**src/rtl/ula_multiciclo_if.sv**
```systemverilog
// Operand/command and result bus of the multi-cycle ALU.
// The master drives the operands and the start request; the slave (the ALU) returns the results.
interface ula_multiciclo_if #(
    parameter int unsigned WIDTH = 8
);
    logic [WIDTH-1:0] a;
    logic [WIDTH-1:0] b;
    logic [3:0]       opcode;
    logic             inicio;
    logic             ocupado;
    logic             pronto;
    logic [WIDTH-1:0] saidaULA;
    logic             zero;
    logic             carry;
    logic             divzero;

    modport master (
        output a, b, opcode, inicio,
        input  ocupado, pronto, saidaULA, zero, carry, divzero
    );

    modport slave (
        input  a, b, opcode, inicio,
        output ocupado, pronto, saidaULA, zero, carry, divzero
    );
endinterface

```
**src/rtl/ula_multiciclo.sv**
```systemverilog
// Multi-cycle ALU. Single-cycle logic/add/sub ops; shift-add multiply and restoring
// divide/remainder resolve one bit per cycle over WIDTH cycles.
module ula_multiciclo #(
    parameter int unsigned WIDTH = 8
) (
    input logic            clock,
    input logic            reset,
    ula_multiciclo_if.slave bus
);
    localparam int unsigned CntW = $clog2(WIDTH);
    localparam logic [3:0] OpAdd = 4'b0001;
    localparam logic [3:0] OpSub = 4'b0010;
    localparam logic [3:0] OpMul = 4'b0011;
    localparam logic [3:0] OpDiv = 4'b0100;
    localparam logic [3:0] OpRem = 4'b1100;

    typedef enum logic [1:0] {StOcioso, StCalc, StFim} state_e;

    state_e             state_q, state_d;
    logic [3:0]         op_q, op_d;
    logic [WIDTH-1:0]   a_q, a_d, b_q, b_d;
    logic [2*WIDTH-1:0] acc_q, acc_d;
    logic [CntW-1:0]    cnt_q, cnt_d;
    logic [WIDTH-1:0]   res_q, res_d;
    logic               zero_q, zero_d, carry_q, carry_d, divzero_q, divzero_d;

    logic [WIDTH:0]     add_sum, mul_sum, div_shift;
    logic [WIDTH-1:0]   div_diff, one_res;
    logic               div_ge, one_carry;
    logic [2*WIDTH-1:0] step;

    // One iteration: acc holds {partial product high, multiplier} for mul and
    // {remainder, dividend/quotient} for div/rem.
    always_comb begin
        mul_sum   = {1'b0, acc_q[2*WIDTH-1:WIDTH]} + (acc_q[0] ? {1'b0, a_q} : '0);
        div_shift = acc_q[2*WIDTH-1:WIDTH-1];
        div_ge    = div_shift >= {1'b0, b_q};
        div_diff  = div_shift[WIDTH-1:0] - b_q;
        if (op_q == OpMul) begin
            step = {mul_sum, acc_q[WIDTH-1:1]};
        end else begin
            step = {(div_ge ? div_diff : div_shift[WIDTH-1:0]), acc_q[WIDTH-2:0], div_ge};
        end
    end

    always_comb begin
        add_sum   = {1'b0, bus.a} + {1'b0, bus.b};
        one_carry = 1'b0;
        case (bus.opcode)
            OpAdd: begin
                one_res   = add_sum[WIDTH-1:0];
                one_carry = add_sum[WIDTH];
            end
            OpSub: begin
                one_res   = bus.a - bus.b;
                one_carry = bus.a < bus.b;
            end
            4'b0101: one_res = bus.a & bus.b;
            4'b0110: one_res = bus.a | bus.b;
            4'b0111: one_res = ~bus.a;
            4'b1000: one_res = bus.a ^ bus.b;
            4'b1001: one_res = bus.a ~^ bus.b;
            4'b1010: one_res = bus.a;
            4'b1011: one_res = ~bus.a;
            default: one_res = '0;
        endcase
    end

    always_comb begin
        state_d   = state_q;
        op_d      = op_q;
        a_d       = a_q;
        b_d       = b_q;
        acc_d     = acc_q;
        cnt_d     = cnt_q;
        res_d     = res_q;
        zero_d    = zero_q;
        carry_d   = carry_q;
        divzero_d = divzero_q;
        unique case (state_q)
            StOcioso: begin
                if (bus.inicio) begin
                    a_d     = bus.a;
                    b_d     = bus.b;
                    op_d    = bus.opcode;
                    cnt_d   = '0;
                    if (bus.opcode == OpMul) begin
                        acc_d   = {{WIDTH{1'b0}}, bus.b};
                        state_d = StCalc;
                    end else if (bus.opcode == OpDiv || bus.opcode == OpRem) begin
                        if (bus.b == '0) begin
                            res_d     = (bus.opcode == OpDiv) ? '1 : bus.a;
                            zero_d    = (bus.opcode == OpRem) && (bus.a == '0);
                            carry_d   = 1'b0;
                            divzero_d = 1'b1;
                            state_d   = StFim;
                        end else begin
                            acc_d   = {{WIDTH{1'b0}}, bus.a};
                            state_d = StCalc;
                        end
                    end else begin
                        res_d     = one_res;
                        zero_d    = one_res == '0;
                        carry_d   = one_carry;
                        divzero_d = 1'b0;
                        state_d   = StFim;
                    end
                end
            end
            StCalc: begin
                acc_d = step;
                cnt_d = cnt_q + 1'b1;
                if (cnt_q == CntW'(WIDTH - 1)) begin
                    cnt_d     = '0;
                    state_d   = StFim;
                    divzero_d = 1'b0;
                    if (op_q == OpMul) begin
                        res_d   = step[WIDTH-1:0];
                        carry_d = |step[2*WIDTH-1:WIDTH];
                    end else begin
                        res_d   = (op_q == OpRem) ? step[2*WIDTH-1:WIDTH] : step[WIDTH-1:0];
                        carry_d = 1'b0;
                    end
                    zero_d = ((op_q == OpRem) ? step[2*WIDTH-1:WIDTH] : step[WIDTH-1:0]) == '0;
                end
            end
            StFim: state_d = StOcioso;
            default: state_d = StOcioso;
        endcase
    end

    always_ff @(posedge clock or posedge reset) begin
        if (reset) begin
            state_q   <= StOcioso;
            op_q      <= '0;
            a_q       <= '0;
            b_q       <= '0;
            acc_q     <= '0;
            cnt_q     <= '0;
            res_q     <= '0;
            zero_q    <= 1'b0;
            carry_q   <= 1'b0;
            divzero_q <= 1'b0;
        end else begin
            state_q   <= state_d;
            op_q      <= op_d;
            a_q       <= a_d;
            b_q       <= b_d;
            acc_q     <= acc_d;
            cnt_q     <= cnt_d;
            res_q     <= res_d;
            zero_q    <= zero_d;
            carry_q   <= carry_d;
            divzero_q <= divzero_d;
        end
    end

    assign bus.ocupado  = state_q != StOcioso;
    assign bus.pronto   = state_q == StFim;
    assign bus.saidaULA = res_q;
    assign bus.zero     = zero_q;
    assign bus.carry    = carry_q;
    assign bus.divzero  = divzero_q;
endmodule

```
**src/flat_wrapper.sv**
```systemverilog
// flat-port wrapper written by rule: the top's interface ports become plain ports
module ula_multiciclo_flat 
#(
    parameter int unsigned WIDTH = 8
)
  (clock, reset, bus_a, bus_b, bus_opcode, bus_inicio, bus_ocupado, bus_pronto, bus_saidaULA, bus_zero, bus_carry, bus_divzero);
  ula_multiciclo_if #(.WIDTH(WIDTH)) bus_i ();
  input logic clock;
  input logic reset;
  input wire logic [$bits(bus_i.a)-1:0] bus_a;
  input wire logic [$bits(bus_i.b)-1:0] bus_b;
  input wire logic [$bits(bus_i.opcode)-1:0] bus_opcode;
  input wire logic [$bits(bus_i.inicio)-1:0] bus_inicio;
  output wire logic [$bits(bus_i.ocupado)-1:0] bus_ocupado;
  output wire logic [$bits(bus_i.pronto)-1:0] bus_pronto;
  output wire logic [$bits(bus_i.saidaULA)-1:0] bus_saidaULA;
  output wire logic [$bits(bus_i.zero)-1:0] bus_zero;
  output wire logic [$bits(bus_i.carry)-1:0] bus_carry;
  output wire logic [$bits(bus_i.divzero)-1:0] bus_divzero;
  assign bus_i.a = bus_a;
  assign bus_i.b = bus_b;
  assign bus_i.opcode = bus_opcode;
  assign bus_i.inicio = bus_inicio;
  assign bus_ocupado = bus_i.ocupado;
  assign bus_pronto = bus_i.pronto;
  assign bus_saidaULA = bus_i.saidaULA;
  assign bus_zero = bus_i.zero;
  assign bus_carry = bus_i.carry;
  assign bus_divzero = bus_i.divzero;
  ula_multiciclo #(.WIDTH(WIDTH)) u_core (.clock(clock), .reset(reset), .bus(bus_i));
endmodule
```
**config.mk**
```make
export PLATFORM = sky130hd
export DESIGN_NAME = ula_multiciclo_flat
export DESIGN_NICKNAME = d
export VERILOG_FILES = /design/src/rtl/ula_multiciclo_if.sv /design/src/rtl/ula_multiciclo.sv /design/src/flat_wrapper.sv
export SDC_FILE = /design/constraint.sdc
export NUM_CORES = 1
export LEC_CHECK = 0
export ABC_AREA = 0
export BUFFER_PORTS_ARGS = -buffer_cell sky130_fd_sc_hd__buf_2
export CAP_MARGIN = 0
export CORE_ASPECT_RATIO = 0.9
export CORE_MARGIN = 3
export CORE_UTILIZATION = 56
export DETAILED_ROUTE_END_ITERATION = 8
export PLACE_DENSITY = 0.75
export REMOVE_ABC_BUFFERS = 1
export SYNTH_ARGS = -nofsm -noshare
export SYNTH_HDL_FRONTEND = slang
export SYNTH_SLANG_ARGS = --single-unit
export TNS_END_PERCENT = 30
```
**constraint.sdc**
```tcl
create_clock -name clock -period 2.5 [get_ports clock]
set_input_delay 0.5 -clock clock [delete_from_list [all_inputs] [get_ports clock]]
set_output_delay 0.5 -clock clock [all_outputs]
set_load 0.02 [all_outputs]
```
==> results.yml, run 1 <==
worst_setup_path:
  startpoint_type: "primary input"
  cp.required_ns: 2.73
  path_class: "in -> reg"
  arrival_ns: 2.89
  cp_max_fo: 2
  critical_path.top_delay_family: "compound AO/OA/AOI/OAI gates"
  slowest_stage: "fa_2"
  cpPeakStageDelay_ns: 0.35
  worstSetupEndpointType: "flip-flop"
  path_buf_inv: 3
  path_cells: "buf_8 -> inv_4 -> ha_4 -> fa_2 -> o21bai_1 -> a21oi_2 -> buf_4 -> a221o_1 -> a2bb2oi_2 -> nand4b_1 -> nor4_2 -> a21oi_1 -> a31oi_1"
logic_synthesis:
  synth-main-ff-cell: "dfrtp_1"
  syn_area_sq_um: 5130
  ys_warn_count: 0
  synthArstFlopShare: 1.00
  yosysSeqAreaShare: 0.254
  ys_ff_latch: 52
  netlist_instances: 621
  synth_area_per_cell_sq_um: 8.26
  synth_edf_count: 0
  ys_types: 74
global_routing:
  track_usage: 0.336
  grt_pass1_vias: 5316
  grt_max_degree: 37
  grt_overflow: 0
  antenna_found_initial: 0
  grt_pass1_wl_microns: 27900
die:
  die_x_microns: 107
  die_y_microns: 96.8
  die-area_sq_um: 10300
  ios: 36
  start_util: 0.588
  rows: 32
  coreArea_sq_um: 8730
outcome:
  status: "finished with violations"
  failed_checks: "setup timing"
timing:
  layout_setup_ws_ns: -0.162
  report.final.hold_viol_count: 0
  whs_ns: 0.281
  finalCritPeriodShare: 1.06
  slew_viol_final: 0
  setup_viol: 7
  fin_crit_ns: 2.66
  relSlewSlack: 0.554
  rsz0062_at_grt: "yes"
  worstMarginPinSlew_ns: 0.669
  finClkSkew_ns: 0.00998
  fmax_mhz: 376
clock_tree:
  cts_tree: "built"
  cts.clk_slew.worst_paths_ns: 0.10
  clockRootBuffer: "clkbuf_8"
  cts_buffer_depth: 2
  ctsHoldBuffers: 0
  cts_made_buffers: 5
  clk_latency_ns: 0.31
  htreeDepth: 2
  clock-sinks: 52
min_path:
  min_path_type: "in -> async"
flow_run:
  drv_cap: 0
power:
  power_leakage_uw: 0.00311
  powerDensity_nw_per_um2: 975
  max-vdd-ir-drop_uv: 649
layout:
  final_util: 0.779
  num_antenna_cells: 0
  area_growth_pct: 32.5
  fin_nets: 842
  drive_gt1_frac: 0.369
routing:
  drc: 0
  postRouteWirelength_microns: 18600
  wire_per_inst_microns: 20.8
  drtAntennaViolNets: 0
  routed_via_density: 6.36
  vias: 5676
  drtIter0Drc: 619
  drt_first_pass_iters: 6
place:
  port_buffers: 35
  dp_hpwl_microns: 13800
  gp_congestion: 0.994
## logic make-up after synthesis
logic type | after synthesis | synth area share
buf+inv | 79 | 0.0707
xor+xnor | 12 | 0.0241
flops | 52 | 0.254
simple gates | 204 | 0.206
fa+ha+maj | 47 | 0.120
compound gates | 195 | 0.259
mux | 32 | 0.0661
## flip-flops by register name, summed over array words and instances, names as in the netlist
register,count
u_core.acc_q,16
u_core.bus.carry,1
u_core.cnt_q,3
u_core.state_q,2
u_core.bus.divzero,1
u_core.op_q,4
u_core.a_q,8
u_core.bus.zero,1
u_core.b_q,8
u_core.bus.saidaULA,8
## cells in the final DEF, fill, tap and decap left out, drive strengths merged, types with 7 or more instances in the layout
cell      n
mux2     15
dfrtp    52
a31oi    13
a211oi    7
o211ai   10
a21o      7
buf     178
ha       43
nand2    69
nor4     11
mux2i    17
nor2     41
and2      9
o21ai    53
nand3    11
nand2b   11
nor3     14
a21oi    46
inv      46
## per-stage QoR
stage | instances | worst slack, ns | total power [uW] | area (sq um) | TNS (ns)
after floorplan | 587 | -0.124 | 3680 | 4940 | -0.249
after global placement | 879 | -0.476 | 5240 | 6330 | -3.26
after detailed placement | 879 | -0.582 | 5340 | 6330 | -3.20
after CTS | 892 | -0.0184 | 6160 | 6640 | -0.0184
after global routing | 892 | -0.188 | 7000 | 6800 | -1.12
final | 892 | -0.162 | 6630 | 6800 | -0.507
## what timing repair did
item / CTS / global route
pin swaps: 20 / 14
setup endpoints to repair: 9 / 12
resized for setup: 40 / 34
setup buffers: 5 / 0
## metal layers
layer	vias to the layer above	global-route usage	wire [microns]
met5	-	0	0
met2	361	0.529	8280
li1	2564	-	-
met3	56	0.0520	1990
met4	0	0.0452	512
met1	2695	0.499	7790
## report_power, final
| group | internal (uW) | switching, uW | total (uW) | leakage (uW) |
|---|---|---|---|---|
| Clock | 227 | 299 | 526 | 0.0000516 |
| Combinational | 2120 | 2530 | 4650 | 0.00242 |
| Sequential | 1180 | 276 | 1450 | 0.000634 |
## final cells by class
cell class	count	area (sq um)
clock buffers	6	82.6
clock inverters	2	13.8
fillers	647	1930
inverters	45	171
multi-input cells	490	3780
flip-flops and latches	52	1300
well taps	119	149
repair buffers	178	1290
## synthesized netlist by cell type, types with 6 or more instances
master	n	area (sq um)
a211oi_1	7	52.6
nand3_1	11	55.1
mux2i_1	17	170
nor4_1	10	62.6
mux2_2	15	169
ha_1	43	538
buf_6	6	67.6
clkbuf_1	16	60.1
nor3_1	12	60.1
a21o_1	7	52.6
o21ai_0	50	250
a21oi_1	45	225
o211ai_1	10	75.1
o21bai_1	6	45.0
nand2_1	68	255
nand2b_1	9	56.3
and2_1	9	56.3
dfrtp_1	52	1300
inv_1	44	165
nor2_1	41	154
and3_1	6	37.5
a31oi_1	13	81.3
buf_2	8	40.0
nand3b_1	6	45.0
xor2_1	6	52.6
## path summary, 6_finish.rpt
check / cells past startpoint / endpoint / slack [ns] / start
min reg2reg: 2 / u_core.acc_q[2] / 0.52 / u_core.acc_q[2]
min in group clock: 2 / u_core.acc_q[2] / 0.52 / u_core.acc_q[2]
max in group asynchronous: 3 / u_core.acc_q[8] / 1.55 / reset
max reg2reg: 11 / u_core.bus.zero / -0.13 / u_core.b_q[7]
max: 13 / u_core.bus.zero / -0.16 / bus_a[0]
min: 2 / u_core.bus.saidaULA[5] / 0.28 / reset
(Power assumes the default switching activity.)
==> run 2: changes to the inputs <==
CORE_ASPECT_RATIO = 1.5   (was 0.9)
CTS_CLUSTER_SIZE = 8   (was not set)
==> results.yml, run 2 (synthesized netlist as in run 1, its figures left out) <==
routing:
  met1Wirelength_microns: 7100
  routed_via_density: 6.78
  wire_per_inst_microns: 24.6
  drtIter0Drc: 800
  drt_first_pass_iters: 6
  wl_met3_microns: 1810
  wl_met2_microns: 11200
  drc: 0
  vias: 6191
  drtAntennaViolNets: 0
  postRouteWirelength_microns: 22500
  highest_layer: "met4"
global_routing:
  grt_pass1_wl_microns: 32700
  grt_max_degree: 53
  grt_overflow: 0
  grt_pass1_vias: 6194
  antenna_found_initial: 0
  track_usage: 0.406
timing:
  finalCritPeriodShare: 1.10
  fmax_mhz: 364
  rsz0062_at_grt: "yes"
  fin_crit_ns: 2.75
  layout_setup_ws_ns: -0.249
  relSlewSlack: 0.532
  slew_viol_final: 0
  finClkSkew_ns: 0.00440
  setup_viol: 10
  report.final.hold_viol_count: 0
  worstMarginPinSlew_ns: 0.702
worst_setup_path:
  cp.required_ns: 2.67
  cp_max_fo: 6
  cpPeakStageDelay_ns: 0.43
  critical_path.top_delay_family: "simple AND/OR/NAND/NOR gates"
  worstSetupEndpointType: "flip-flop"
  slowest_stage: "dfrtp_1"
  arrival_ns: 2.91
  r2r_cells: 10
  path_class: "reg -> reg"
  path_cells: "ha_4 -> and3_4 -> buf_6 -> nand3_4 -> o21ai_4 -> mux2i_2 -> nor2_1 -> nand3b_1 -> nor4_2 -> a31oi_1"
  r2r-end: "u_core.bus.carry"
  rr_startpoint: "u_core.acc_q[13]"
  startpoint_type: "flip-flop"
  path_buf_inv: 1
  r2r_setup_slack_ns: -0.25
clock_tree:
  cts_tree: "built"
  clockRootBuffer: "clkbuf_16"
  clock-sinks: 52
  cts.clk_slew.worst_paths_ns: 0.07
  cts_made_buffers: 5
  clk_latency_ns: 0.30
  cts_buffer_depth: 2
  htreeDepth: 2
  ctsHoldBuffers: 0
layout:
  layout_commonest_cell: "buf_4"
  drive_gt1_frac: 0.410
  final_cell_mix: "buf_4, nand2_1, dfrtp_1"
  top_register: "u_core.acc_q"
  final_cells: 913
  area_growth_pct: 42.5
  fin_nets: 872
  nFillCells: 563
  largest_reg_flops: 16
  num_antenna_cells: 0
place:
  port_buffers: 35
  placed_cells: 892
  gp_congestion: 1.06
  dp_hpwl_microns: 14800
  dp_slack_ns: -0.524
power:
  power_leakage_uw: 0.00331
  powerDensity_nw_per_um2: 1060
  max-vdd-ir-drop_uv: 960
  total_power_uw: 7750
die:
  coreArea_sq_um: 8880
  ios: 36
  rows: 42
  start_util: 0.578
  die-area_sq_um: 10400
  die_x_microns: 84.2
  die_y_microns: 123
outcome:
  status: "finished with violations"
  failed_checks: "setup timing"
flow_run:
  drv_cap: 0
min_path:
  min_path_type: "in -> async"
==> run 2: cell count changes in the layout (fill, tap and decap cells not counted), moves of 4 or more <==
cell       change
clkbuf_16      +5
ha_4           +6
clkbuf_8       -5
ha_1           -4
buf_12         +4
buf_4         +24
==> run 2: metrics by stage <==
stage	utilization	area, sq um	TNS (ns)	hold slack (ns)
after floorplan	-	4940	-0.249	0.468
after global placement	0.736	6530	-2.47	0.484
after detailed placement	0.736	6530	-3.00	0.491
after CTS	0.791	7030	-0.130	0.407
after global routing	0.823	7310	-1.72	0.445
final	0.823	7310	-1.09	0.376
==> run 2: worst max path at each step <==
stage                      from               end  cells past startpoint
6_report       u_core.acc_q[13]  u_core.bus.carry                     10
5_1_grt        u_core.acc_q[13]   u_core.bus.zero                     11
4_1_cts                bus_a[0]  u_core.bus.carry                     13
3_3_place_gp           bus_a[0]  u_core.bus.carry                     13
3_5_place_dp           bus_a[0]  u_core.bus.carry                     13
2_1_floorplan          bus_a[0]  u_core.bus.carry                     11
==> run 2: timing repair <==
item,in CTS,in global routing
gates resized for setup,56,50
endpoints found under the setup margin,13,13
setup buffers,11,4
pin swaps,31,24
==> run 2: worst register-to-register path: stages, from the launching register on <==
cell and delay [ns]:
dfrtp_1 0.43, ha_4 0.32, and3_4 0.21, buf_6 0.11, nand3_4 0.08, o21ai_4 0.30, mux2i_2 0.38, nor2_1 0.10
nand3b_1 0.23, nor4_2 0.30, a31oi_1 0.14
==> run 2: report_power, final <==
group / switching, uW / internal [uW]
logic: 3030 / 2530
registers: 298 / 1180
clock network: 318 / 401
total: 3640 / 4110
==> run 2: cell type report <==
class / count / area (sq um) / share of cell area
Multi-Input combinational cell: 490 / 3970 / 0.543
Timing Repair Buffer: 208 / 1580 / 0.216
Sequential cell: 52 / 1300 / 0.178
Inverter: 45 / 171 / 0.0234
Clock buffer: 8 / 146 / 0.0200
Tap cell: 110 / 138 / 0.0188
==> run 2: metal layers <==
metal  global-route usage  vias up
li1                     -     2618
met1                0.420     2907
met2                0.749      470
met3               0.0420      196
met4                0.304        0
met5                    0        -
